<file path="config.mk">
export PLATFORM = sky130hd
export DESIGN_NAME = rr_combiner_scheduler
export DESIGN_NICKNAME = d
export VERILOG_FILES = /design/src/rtl/rr_combiner_pkg.sv /design/src/rtl/rr_priority_picker.sv /design/src/rtl/rr_combiner_scheduler.sv
export SDC_FILE = /design/constraint.sdc
export NUM_CORES = 1
export LEC_CHECK = 0
export CAP_MARGIN = 20
export CELL_PAD_IN_SITES_DETAIL_PLACEMENT = 1
export CELL_PAD_IN_SITES_GLOBAL_PLACEMENT = 1
export CORE_MARGIN = 3
export CORE_UTILIZATION = 26
export CTS_CLUSTER_SIZE = 10
export DETAILED_ROUTE_END_ITERATION = 10
export GPL_TIMING_DRIVEN = 0
export PLACE_DENSITY_LB_ADDON = 0.1
export SLEW_MARGIN = 20
export SYNTH_ARGS = -nofsm -noshare
export SYNTH_HDL_FRONTEND = slang
export SYNTH_SLANG_ARGS = --single-unit
</file>
<file path="constraint.sdc">
create_clock -name clk -period 7.77 [get_ports clk]
set_clock_uncertainty 0.2 [all_clocks]
set_input_delay 1.554 -clock clk [delete_from_list [all_inputs] [get_ports clk]]
set_output_delay 1.554 -clock clk [all_outputs]
set_load 0.03 [all_outputs]
</file>
<file path="src/rtl/rr_combiner_pkg.sv">
// rr_combiner_pkg
//   Shared types and default parameter values for the round-robin combiner
//   scheduler and its priority picker.
//   Contents:
//     state_t           output-register FSM state (EMPTY, FULL)
//     DEF_*             default parameter values used by the modules
package rr_combiner_pkg;

   localparam int DEF_NUM_CHANNELS      = 4;
   localparam int DEF_CHANNEL_WIDTH_IN  = 32;
   localparam int DEF_CHANNEL_WIDTH_OUT = 64;
   localparam int DEF_TAG_MSB           = 55;
   localparam int DEF_TAG_LSB           = 48;
   localparam int DEF_MAX_BURST         = 4;

   typedef enum logic {
      EMPTY = 1'b0,
      FULL  = 1'b1
   } state_t;

endpackage

</file>
<file path="src/rtl/rr_priority_picker.sv">
// rr_priority_picker
//   Rotating-priority search: starting at rr_ptr and wrapping modulo
//   NUM_CHANNELS, the first channel with in_valid set wins.
//   Ports:
//     in_valid   [NUM_CHANNELS-1:0]          per-channel request
//     rr_ptr     [$clog2(NUM_CHANNELS)-1:0]  highest-priority channel
//     grant_oh   [NUM_CHANNELS-1:0]          one-hot winner (zero if none)
//     grant_idx  [$clog2(NUM_CHANNELS)-1:0]  winner index (zero if none)
//     any_valid                              at least one request present
module rr_priority_picker
   import rr_combiner_pkg::*;
#(
   parameter int NUM_CHANNELS = DEF_NUM_CHANNELS
) (
   input  logic [NUM_CHANNELS-1:0]         in_valid,
   input  logic [$clog2(NUM_CHANNELS)-1:0] rr_ptr,
   output logic [NUM_CHANNELS-1:0]         grant_oh,
   output logic [$clog2(NUM_CHANNELS)-1:0] grant_idx,
   output logic                            any_valid
);

   localparam int IDX_W = $clog2(NUM_CHANNELS);
   localparam int CND_W = IDX_W + 1;
   localparam logic [CND_W-1:0] NUM_W = CND_W'(NUM_CHANNELS);

   // One extra bit holds rr_ptr + offset before the modulo fold.
   logic [CND_W-1:0] cand;

   always_comb begin
      grant_oh  = '0;
      grant_idx = '0;
      any_valid = 1'b0;
      cand      = '0;
      for (int i = 0; i < NUM_CHANNELS; i++) begin
         cand = {1'b0, rr_ptr} + CND_W'(i);
         if (cand >= NUM_W) begin
            cand = cand - NUM_W;
         end
         if (!any_valid && in_valid[cand[IDX_W-1:0]]) begin
            any_valid                 = 1'b1;
            grant_idx                 = cand[IDX_W-1:0];
            grant_oh[cand[IDX_W-1:0]] = 1'b1;
         end
      end
   end

endmodule

</file>
<file path="src/rtl/rr_combiner_scheduler.sv">
// rr_combiner_scheduler
//   Merges NUM_CHANNELS valid/ready input streams into one registered,
//   tagged output stream with round-robin arbitration.  The output word
//   carries the payload in its low bits and the source channel index in
//   [TAG_MSB:TAG_LSB]; all other bits are zero.
//   Build option: RR_COMBINER_BURST_LOCK_EN keeps the grant on one channel
//   for up to MAX_BURST consecutive beats while it stays valid.
//   Ports:
//     clk        sole clock, rising edge
//     reset      asynchronous active-low reset
//     in_data    packed payloads, channel i at [i*CHANNEL_WIDTH_IN +: CHANNEL_WIDTH_IN]
//     in_valid   per-channel valid
//     in_ready   per-channel ready, at most one bit high
//     out_data   registered tagged word
//     out_valid  registered output valid
//     out_ready  downstream ready
//     grant_idx  channel accepted this cycle (don't-care when none)
//
//   state | meaning
//   ------+-------------------------------------------
//   EMPTY | output register holds nothing, out_valid=0
//   FULL  | output register holds a beat,  out_valid=1
module rr_combiner_scheduler
   import rr_combiner_pkg::*;
#(
   parameter int NUM_CHANNELS      = DEF_NUM_CHANNELS,
   parameter int CHANNEL_WIDTH_IN  = DEF_CHANNEL_WIDTH_IN,
   parameter int CHANNEL_WIDTH_OUT = DEF_CHANNEL_WIDTH_OUT,
   parameter int TAG_MSB           = DEF_TAG_MSB,
   parameter int TAG_LSB           = DEF_TAG_LSB,
   parameter int MAX_BURST         = DEF_MAX_BURST
) (
   input  logic                                   clk,
   input  logic                                   reset,
   input  logic [CHANNEL_WIDTH_IN*NUM_CHANNELS-1:0] in_data,
   input  logic [NUM_CHANNELS-1:0]                in_valid,
   output logic [NUM_CHANNELS-1:0]                in_ready,
   output logic [CHANNEL_WIDTH_OUT-1:0]           out_data,
   output logic                                   out_valid,
   input  logic                                   out_ready,
   output logic [$clog2(NUM_CHANNELS)-1:0]        grant_idx
);

   localparam int IDX_W = $clog2(NUM_CHANNELS);
   localparam int TAG_W = TAG_MSB - TAG_LSB + 1;
   localparam logic [IDX_W-1:0] LAST_CH = IDX_W'(NUM_CHANNELS - 1);

   state_t                  state_q, state_d;
   logic [IDX_W-1:0]        rr_ptr, rr_ptr_d;
   logic [NUM_CHANNELS-1:0] pick_oh;
   logic [IDX_W-1:0]        pick_idx;
   logic                    any_valid;
   logic                    load_en;
   logic                    accept;
   logic [CHANNEL_WIDTH_IN-1:0]  payload;
   logic [CHANNEL_WIDTH_OUT-1:0] word_d;

   function automatic logic [IDX_W-1:0] ptr_inc(input logic [IDX_W-1:0] p);
      return (p == LAST_CH) ? '0 : p + 1'b1;
   endfunction

   rr_priority_picker #(
      .NUM_CHANNELS (NUM_CHANNELS)
   ) u_picker (
      .in_valid  (in_valid),
      .rr_ptr    (rr_ptr),
      .grant_oh  (pick_oh),
      .grant_idx (pick_idx),
      .any_valid (any_valid)
   );

   // Gating with reset keeps in_ready low while reset is held even though
   // the cleared register reads as empty.
   assign load_en   = (state_q == EMPTY) || out_ready;
   assign accept    = reset && load_en && any_valid;
   assign in_ready  = accept ? pick_oh : '0;
   assign grant_idx = pick_idx;
   assign out_valid = (state_q == FULL);

   always_comb begin
      payload = '0;
      for (int i = 0; i < NUM_CHANNELS; i++) begin
         if (pick_oh[i]) begin
            payload = in_data[i*CHANNEL_WIDTH_IN +: CHANNEL_WIDTH_IN];
         end
      end
      word_d                          = '0;
      word_d[CHANNEL_WIDTH_IN-1:0]    = payload;
      word_d[TAG_MSB:TAG_LSB]         = TAG_W'(pick_idx);
   end

   always_comb begin
      state_d = state_q;
      case (state_q)
         EMPTY:   if (accept) state_d = FULL;
         FULL:    if (out_ready && !accept) state_d = EMPTY;
         default: state_d = EMPTY;
      endcase
   end

   always_ff @(posedge clk or negedge reset) begin
      if (!reset) begin
         state_q  <= EMPTY;
         out_data <= '0;
      end else begin
         state_q <= state_d;
         if (accept) begin
            out_data <= word_d;
         end
      end
   end

`ifdef RR_COMBINER_BURST_LOCK_EN
   localparam int BURST_W = (MAX_BURST > 1) ? $clog2(MAX_BURST) : 1;
   localparam logic [BURST_W-1:0] BURST_LAST = BURST_W'(MAX_BURST - 1);

   // While locked, rr_ptr points at the locked channel and burst_cnt counts
   // the beats it has already been granted in this burst.
   logic [BURST_W-1:0] burst_cnt, burst_cnt_d;
   logic [BURST_W-1:0] prior_beats;
   logic               lock, lock_d;

   always_comb begin
      rr_ptr_d    = rr_ptr;
      burst_cnt_d = burst_cnt;
      lock_d      = lock;
      prior_beats = (lock && (pick_idx == rr_ptr)) ? burst_cnt : '0;
      if (accept) begin
         if (prior_beats == BURST_LAST) begin
            rr_ptr_d    = ptr_inc(pick_idx);
            burst_cnt_d = '0;
            lock_d      = 1'b0;
         end else begin
            rr_ptr_d    = pick_idx;
            burst_cnt_d = prior_beats + 1'b1;
            lock_d      = 1'b1;
         end
      end else if (lock && !in_valid[rr_ptr]) begin
         rr_ptr_d    = ptr_inc(rr_ptr);
         burst_cnt_d = '0;
         lock_d      = 1'b0;
      end
   end

   always_ff @(posedge clk or negedge reset) begin
      if (!reset) begin
         rr_ptr    <= '0;
         burst_cnt <= '0;
         lock      <= 1'b0;
      end else begin
         rr_ptr    <= rr_ptr_d;
         burst_cnt <= burst_cnt_d;
         lock      <= lock_d;
      end
   end
`else
   assign rr_ptr_d = accept ? ptr_inc(pick_idx) : rr_ptr;

   always_ff @(posedge clk or negedge reset) begin
      if (!reset) begin
         rr_ptr <= '0;
      end else begin
         rr_ptr <= rr_ptr_d;
      end
   end
`endif

endmodule

</file>
== Word level (Yosys, flattened, before mapping) ==
Index checks and enable logic that the tools add are counted.
W data, S select, Z words.

* Muxes and demuxes: 41
* Reduce and logical (&&, ||, !) cells: 15
* Eq/ne operators: 1
* Bitwise logic cells: 4
* Magnitude comparators: 12
* $add $sub $neg: 8

{| class="wikitable"
|+ Operators with widths
! kind !! number
|-
| $mux W32 || 4
|-
| $mux W4 || 5
|-
| $mux W2 || 9
|-
| $mux W1 || 14
|-
| $lt A2 B3 Y1 const B || 4
|-
| $or A4 B4 Y4 || 3
|-
| $logic_and A1 B1 Y1 || 10
|-
| $ge A3 B3 Y1 const B || 3
|-
| $bmux W1 S2 || 4
|-
| $demux W1 S2 || 4
|-
| $ge A2 B1 Y1 const B || 4
|-
| $sub A2 B1 Y2 const B || 4
|-
| $add A2 B2 Y3 const B || 2
|-
| $logic_not A1 Y1 || 4
|-
| $add A2 B1 Y3 const B || 1
|-
| $ge A2 B3 Y1 const B || 1
|-
| $add A2 B1 Y2 const B || 1
|-
| $eq A2 B2 Y1 const B || 1
|-
| $pmux W1 S2 || 1
|-
| $logic_or A1 B1 Y1 || 1
|-
| $not A1 Y1 || 1
|}

* Register bits after elaboration: 37
* Output and inout port bits: 71

== Depth between registers and ports, before layout ==
Gate-level depths: netlist of run 1.

* Depth after elaboration: 19
* Mapped depth: 11
* Gate-level depth less buffers: 8

== Hierarchy ==
Synthesis of run 1 repeated with hierarchy kept, for this count alone.

* Cell total of the unflattened synthesis: 389
* Area total of the unflattened synthesis: 3330.7 µm²

{| class="wikitable"
|+ Modules (own cells, without submodules)
! module !! area an instance (µm²) !! sequential area each (µm²) !! cells each !! instances
|-
| rr_combiner_scheduler || 2911.5 || 925.9 || 344 || 1
|-
| rr_priority_picker || 419.2 || 0.0 || 45 || 1
|}

== Worst setup path before layout of run 1 ==
No wires, ideal clock.

* Path type: input to output
* From: input in_valid[1]
* To: output in_ready[1]
* Data arrival time: 3.581 ns
* Setup slack: 2.435 ns
* Stages: 7
* Cell sequence: mux4_2 buf_2 or4b_1 nand3_1 o21ai_1 clkbuf_1 nor2_1

* Longest elaborated chain between the ends: 14

{| class="wikitable"
|+ Ends and longest elaborated chain
! item !! RTL line !! source
|-
| start: declaration || rr_combiner_scheduler.sv:36 || <nowiki>input logic [NUM_CHANNELS-1:0] in_valid,</nowiki>
|-
| $bmux W1 S2 || rr_priority_picker.sv:39 || <nowiki>if (!any_valid && in_valid[cand[IDX_W-1:0]]) begin</nowiki>
|-
| $mux W1 (implied by the code) || rr_priority_picker.sv:39 ||
|-
| $mux W1 || rr_priority_picker.sv:39 ||
|-
| $logic_not A1 Y1 || rr_priority_picker.sv:39 ||
|-
| $logic_and A1 B1 Y1 || rr_priority_picker.sv:39 ||
|-
| $mux W1 || rr_priority_picker.sv:39 ||
|-
| $logic_not A1 Y1 || rr_priority_picker.sv:39 ||
|-
| $logic_and A1 B1 Y1 || rr_priority_picker.sv:39 ||
|-
| $mux W1 || rr_priority_picker.sv:39 ||
|-
| $logic_not A1 Y1 || rr_priority_picker.sv:39 ||
|-
| $logic_and A1 B1 Y1 || rr_priority_picker.sv:39 ||
|-
| $mux W1 || rr_priority_picker.sv:39 ||
|-
| $logic_and A1 B1 Y1 || rr_combiner_scheduler.sv:75 || <nowiki>assign accept = reset && load_en && any_valid;</nowiki>
|-
| $mux W4 * || rr_combiner_scheduler.sv:76 || <nowiki>assign in_ready = accept ? pick_oh : '0;</nowiki>
|-
| end: declaration || rr_combiner_scheduler.sv:37 || <nowiki>output logic [NUM_CHANNELS-1:0] in_ready,</nowiki>
|}

Every way passes the cells marked *; elsewhere a longest branch is shown, timed or not. The select of a mux whose other input is x is not followed.

== Worst setup path after layout of run 1 ==
Same ends and word-level chain as after synthesis.

==> results of run 1 <==
placed cells by master, fill, tap and decap left out, types with 2 or more instances in the layout:
master           count
buf_2                3
conb_1              30
a222oi_1            32
nand2_1              8
clkdlybuf4s50_1    174
and2_1              34
nand3_1              2
nor3_1               3
mux2_2               2
a21o_1               2
buf_4               31
inv_1                7
and3b_1              2
mux4_2               4
nand3b_1             2
xnor2_1              2
mux2i_1              3
clkbuf_1            16
a21oi_1              3
nand2b_1             3
o21ai_1             31
buf_6                4
clkbuf_2             3
ha_1                 7
a31oi_1             33
dfrtp_1             37
clkbuf_8             5
o21ai_0              8
nor2_1               6
area by class of cell:
| type | count | area (sq um) | share of cell area (%) |
|---|---|---|---|
| Timing Repair Buffer | 176 | 1770 | 36.1 |
| Multi-Input combinational cell | 230 | 1580 | 32.1 |
| Sequential cell | 37 | 926 | 18.8 |
| Buffer | 56 | 363 | 7.39 |
| Tap cell | 136 | 170 | 3.46 |
| Clock buffer | 5 | 68.8 | 1.40 |
| Inverter | 7 | 26.3 | 0.535 |
| Clock inverter | 1 | 5.00 | 0.102 |
power by group through the flow:
stage / Clock (uW) / Combinational (uW) / Sequential (uW)
after floorplan: 0 / 743 / 489
after global placement: 0 / 1360 / 337
after detailed placement: 0 / 1400 / 343
after CTS: 138 / 1400 / 340
after global routing: 146 / 1510 / 350
final: 131 / 1380 / 339
path summary, 6_finish.rpt:
| check | start | end | slack, ns | cells past startpoint |
|---|---|---|---|---|
| setup reg to reg | flop | out_data[22] | 3.90 | 11 |
| min in group asynchronous | reset | out_data[0] | 1.04 | 1 |
| setup / recovery | in_valid[1] | in_ready[1] | 1.17 | 9 |
| hold / removal | out_data[49] | out_data[49] | 0.29 | 2 |
| hold reg to reg | out_data[49] | out_data[49] | 0.29 | 2 |
| max in group asynchronous | reset | out_data[16] | 5.84 | 2 |
logic make-up (layout without fill, tap and decap cells):
family / after synthesis / after routing / share of synthesized area (%)
flops: 37 / 37 / 33.2
fa+ha+maj: 7 / 7 / 3.14
other cells: 1 / 30 / 0.135
simple gates: 68 / 68 / 14.9
buf+inv: 63 / 245 / 14.0
xor+xnor: 2 / 2 / 0.629
mux: 9 / 9 / 5.12
compound gates: 114 / 114 / 28.8
sequential cells by signal, summed over array words and instances, names as in the netlist, named ones only:
signal / cells
out_data: 34
out_valid: 1
rr_ptr: 1
metrics by stage:
stage | util [%] | power, uW | setup slack (ns) | hold WS, ns
after floorplan | - | 1230 | 2.43 | 0.442
after global placement | 46.4 | 1700 | 0.681 | 0.266
after detailed placement | 46.7 | 1740 | 1.15 | 0.280
after CTS | 47.4 | 1880 | 1.14 | 0.303
after global routing | 47.4 | 2010 | 1.02 | 0.344
final | 47.4 | 1850 | 1.17 | 0.293
routing by layer:
| metal | up-vias | wire (um) |
|---|---|---|
| met2 | 156 | 5670 |
| li1 | 1521 | - |
| met1 | 1521 | 4700 |
| met4 | 0 | 123 |
| met5 | - | 0 |
| met3 | 8 | 1380 |
worst register-to-register path, cell delays in order, from the launching register on:
cell and delay (ns):
dfrtp_1 0.46, buf_4 0.23, inv_1 0.14, ha_1 0.43, mux4_2 0.40, buf_2 0.21
a21o_1 0.20, o32ai_1 0.49, nor4_2 0.17, clkbuf_1 0.31, a222oi_1 0.35, o21ai_1 0.13
==> summary.md, run 1 <==
| Metric | Value |
|---|---|
| Status | completed |
| Final period util | 85.0% |
| CP startpoint kind | input port |
| DP Area | 4840 sq um |
| Count leader, synth | dfrtp_1 |
| Post-Route WL | 11900 um |
| Post-Layout Cell Count | 648 |
| DIE WIDTH | approximately 110 um |
| # port buffers | 175 |
| Area Overhead vs Synth | 76.4% |
| Syn_area_per_cell | 9.25 sq um |
| First-pass GRT wire length | 17700 um |
| Clk network pwr share | 7.1% |
| CTS tree | yes |
| RSZ-0062 raised after global routing | false |
| Yosys top cell area share | 33.2% |
| HPWL Detailed | 9400 um |
| Top post-synthesis cells by count | 37 x dfrtp_1, 34 x and2_1, 33 x a31oi_1 |
| Lkg Pwr | just over 0.002 uW |
| Met1 Use GR | between 20 and 25% |
| Core Box Area | 10400 sq um |
| Layout cells sized above 1 | 11.3% |
| Final hold violation count | 0 |
| Minimum clock period | between 6 and 7 ns |
| CP max FO | 10 |
| Worst slew margin | between 50% and 60% |
| Gr ovfl total | 0 |
| Die height | ~110 um |
| Post-synth ARST share | 100% |
| Yosys reg bits | 37 |
| Post-route cell area | roughly 4900 sq um |
| Setup TNS | 0 ns |
| Pint | 921 uW |
| Resized Gates After CTS | 0 |
| Synthesized area | 2790 sq um |
| Top FF cell, synth | dfrtp_1 |
| Antenna fix cells | 0 |
| Worst skew pair latency | 0.29 ns |
| Yosys cell types | 40 |
| Num Clock Sinks | 37 |
| Syn Inst Count | 301 |
| Slowest-stage cell, CP | clkdlybuf4s50_1 |
| CTS Buffer Depth | 2 |
| Io pins | approximately 210 |
| Vias | roughly 3200 |
| CTS H-tree depth | 2 |
| Synth area leaders | dfrtp_1 33%, a222oi_1 12%, buf_4 8.4%, and2_1 7.6%, a31oi_1 7.4% |
| DR DRC count | 0 |
| Postcts setup bufs | 0 |
| All-Layer GR Usage | between 10% and 20% |
| Clk slew on worst S/H paths | 0.08 ns |
| Worst-margin pin slew | 0.618 ns |
| CP most frequent cell | clkdlybuf4s50_1 |
| First-pass DRT Iterations | 6 |
| Pwr Density | 376 nW/um^2 |
| Post-synth EDFFs | 0 |
| Maxcap violations | 0 |
| Met2 Track Usage GR | 33.2% |
| Sequential share of power | a little under a fifth |
| # setup viols final | 0 |
| P_sw | just over 900 uW |
| Cts bufs inserted | 5 |
| Largest net degree at the start of global routing | 22 |
| Critical Path RT | 6.02 ns |
| Hold-fix buffers, CTS | 0 |
| Leading area contributor after synthesis | dfrtp_1 |
| Post-Place Cells | 642 |
| Initial Utilization | between 20% and 30% |
| Most Used Layer, Global Route | met2 |
| Final antenna-violating net count | 0 |
| Initial antenna violation count | 0 |
| Crit end category | output port |
| Crit-path cells | clkdlybuf4s50_1 > mux4_2 > buf_2 > or4b_1 > nand3_1 > o21ai_1 > clkbuf_1 > nor2_1 > clkdlybuf4s50_1 |
| Routability cong. | 0.756 |
| Routed length per instance | approximately 18 um |
| Worst setup path category | input port to output port |
| Max IR drop VDD | ~200 uV |
| Critical path buffers and inverters | 4 |
| Die area | 12000 sq um |
| Nets | 655 |
| Data arrival, critical path | 4.85 ns |
| Critical path's largest stage delay | 0.69 ns |
| GRT met3 Usage | 6.75% |
| Top delay family on crit path | buffers and inverters |
| DR iter-0 viols | 283 |
| Fmax | 0.151 GHz |
| Root Driver | clkbuf_8 |
| Num rows | 37 |
| Ys Warns | 0 |
| Path category of the worst min-delay check | flop to flop |
| Sw Ratio | 50.2% |
| Vias in the first global route | 3321 |
| Logic pwr share | 74.6% |
| Vias per inst | 4.95 |
| Final count of pins violating max slew | 0 |
| Fillers | between 1000 and 1500 |
| Sequential area share after synthesis | 33.2% |
Power figures use the tool's default switching activity.
==> inputs of run 2 (changes only) <==
CORE_UTILIZATION = 24   (was 26)
clock period = 6.59 ns   (was 7.77 ns; I/O delays follow)
==> summary.md, run 2 (synthesis results as in run 1) <==
| Metric | Value |
|---|---|
| Status | completed |
| Nets | 655 |
| Post-Layout Cell Count | 654 |
| Post-Place Cells | 646 |
| # port buffers | 175 |
| Maxcap violations | 0 |
| Setup TNS | 0 ns |
| CTS Buffer Depth | 2 |
| Worst skew pair latency | 0.28 ns |
| Gr ovfl total | 0 |
| Critical path's largest stage delay | 0.69 ns |
| Initial Utilization | 25.1% |
| # setup viols final | 0 |
| Post-route cell area | 5010 sq um |
| Crit-path cells | clkdlybuf4s50_1 > mux4_2 > buf_2 > or4b_1 > nand3_1 > o21ai_1 > clkbuf_1 > nor2_1 > clkdlybuf4s50_1 |
| Worst-margin pin slew | 0.599 ns |
| Hold path cells | 2 |
| Worst reg2reg path depth | 11 |
| Clk slew on worst S/H paths | 0.06 ns |
| Max reg flops | 34 |
| Minimum clock period | 6.11 ns |
| Crit end category | output port |
| Instance count on the critical path | 9 |
| CP max FO | 10 |
| Top delay family on crit path | buffers and inverters |
| Most frequent cells in the layout | 174 x clkdlybuf4s50_1, 37 x dfrtp_1, 34 x and2_1 |
| HPWL Detailed | between 9000 and 10000 um |
| DP Area | 4840 sq um |
| Vias per inst | 4.95 |
| Antenna fix cells | 0 |
| Final antenna-violating net count | 0 |
| Resized Gates After CTS | 0 |
| Hold-fix buffers, CTS | 0 |
| Postcts setup bufs | 0 |
| Final hold violation count | 0 |
| Routed length per instance | 19.1 um |
| Final period util | 92.7% |
| Largest net degree at the start of global routing | 26 |
| DIE WIDTH | 114 um |
| First-pass GRT wire length | between 15000 and 20000 um |
| Post-Route WL | 12500 um |
| Vias in the first global route | ~3500 |
| First-pass DRT Iterations | 6 |
| Max IR drop VDD | 209 uV |
| Critical Path RT | 5.07 ns |
| All-Layer GR Usage | a little under a fifth |
| Pwr Density | 462 nW/um^2 |
| Worst slew margin | 60.0% |
| Hold_ws | slightly below 0.3 ns |
| Commonest non-fill, non-tap cell in the layout | clkdlybuf4s50_1 |
| Die area | 12900 sq um |
| Worst setup path category | input port to output port |
| Critical path buffers and inverters | 4 |
| CP most frequent cell | clkdlybuf4s50_1 |
| CTS H-tree depth | 2 |
| Path category of the worst min-delay check | flop to flop |
| Die height | approximately 110 um |
| Routability cong. | 0.788 |
| Num rows | 38 |
| RSZ-0062 raised after global routing | false |
| Final count of pins violating max slew | 0 |
| Data arrival, critical path | 4.59 ns |
| Num Clock Sinks | 37 |
| Root Driver | clkbuf_16 |
| Reg with most FFs | out_data |
| Fmax | 0.164 GHz |
| CTS tree | yes |
| Final core occ | between 40 and 50% |
| Vias | between 3000 and 4000 |
| Io pins | 206 |
| Cts bufs inserted | 5 |
| DR DRC count | 0 |
| Lkg Pwr | around 0.0021 uW |
| DR iter-0 viols | about 210 |
| Initial antenna violation count | 0 |
| CP startpoint kind | input port |
| Slowest-stage cell, CP | clkdlybuf4s50_1 |
| Core Box Area | 11100 sq um |
| Area Overhead vs Synth | 79.8% |
| Layout cells sized above 1 | 11.5% |
## run 2: cell types whose count changed in the layout (fill, tap and decap cells not counted), sizes merged
cell / delta
bufinv: +1
clkbuf: +2
clkinv: -1
## run 2: final cells by class
cell class / instances / area [sq um]
tap: 140 / 175
multi-input combinational: 230 / 1580
clock buffer: 7 / 143
timing repair buffer: 176 / 1770
sequential: 37 / 926
inverter: 7 / 26.3
buffer: 56 / 363
clock inverter: 1 / 30.0
fill: 1285 / 6070
## run 2: worst reg2reg max path: cells and delay by family, from the launching register on
| family | cells | cell delay (ns) |
|---|---|---|
| compound gates | 4 | 1.17 |
| fa+ha+maj | 1 | 0.43 |
| buf+inv | 4 | 0.88 |
| flops | 1 | 0.43 |
| mux | 1 | 0.39 |
| simple gates | 1 | 0.18 |
## run 2: path summary, 6_finish.rpt
check	slack (ns)	endpoint	from
max	0.48	in_ready[1]	in_valid[1]
min	0.30	out_data[48]	out_data[48]
max reg2reg	2.77	out_data[12]	flop
min reg2reg	0.30	out_data[48]	out_data[48]
max in group asynchronous	4.93	out_data[20]	reset
min in group asynchronous	0.76	out_data[30]	reset
## run 2: where the power goes
part	total (uW)	leakage (uW)	switching, uW	internal [uW]
combinational	1630	0.00152	944	684
clock	289	0.0000841	99.3	189
sequential	399	0.000465	66.1	333
total	2320	0.00207	1110	1210
## run 2: per-layer routing
| metal | routed length (um) | GRT usage, % | up-vias |
|---|---|---|---|
| met5 | 0 | 0 | - |
| met4 | 128 | 3.77 | 0 |
| met3 | 1100 | 4.88 | 7 |
| met2 | 5950 | 31.8 | 148 |
| met1 | 5290 | 23.9 | 1557 |
| li1 | - | - | 1525 |
## run 2: metrics by stage
step	worst slack [ns]	total power, uW
final	0.483	2320
after global routing	0.240	2510
after CTS	0.434	2350
after detailed placement	0.456	2060
after global placement	-0.193	2020
after floorplan	1.73	1450
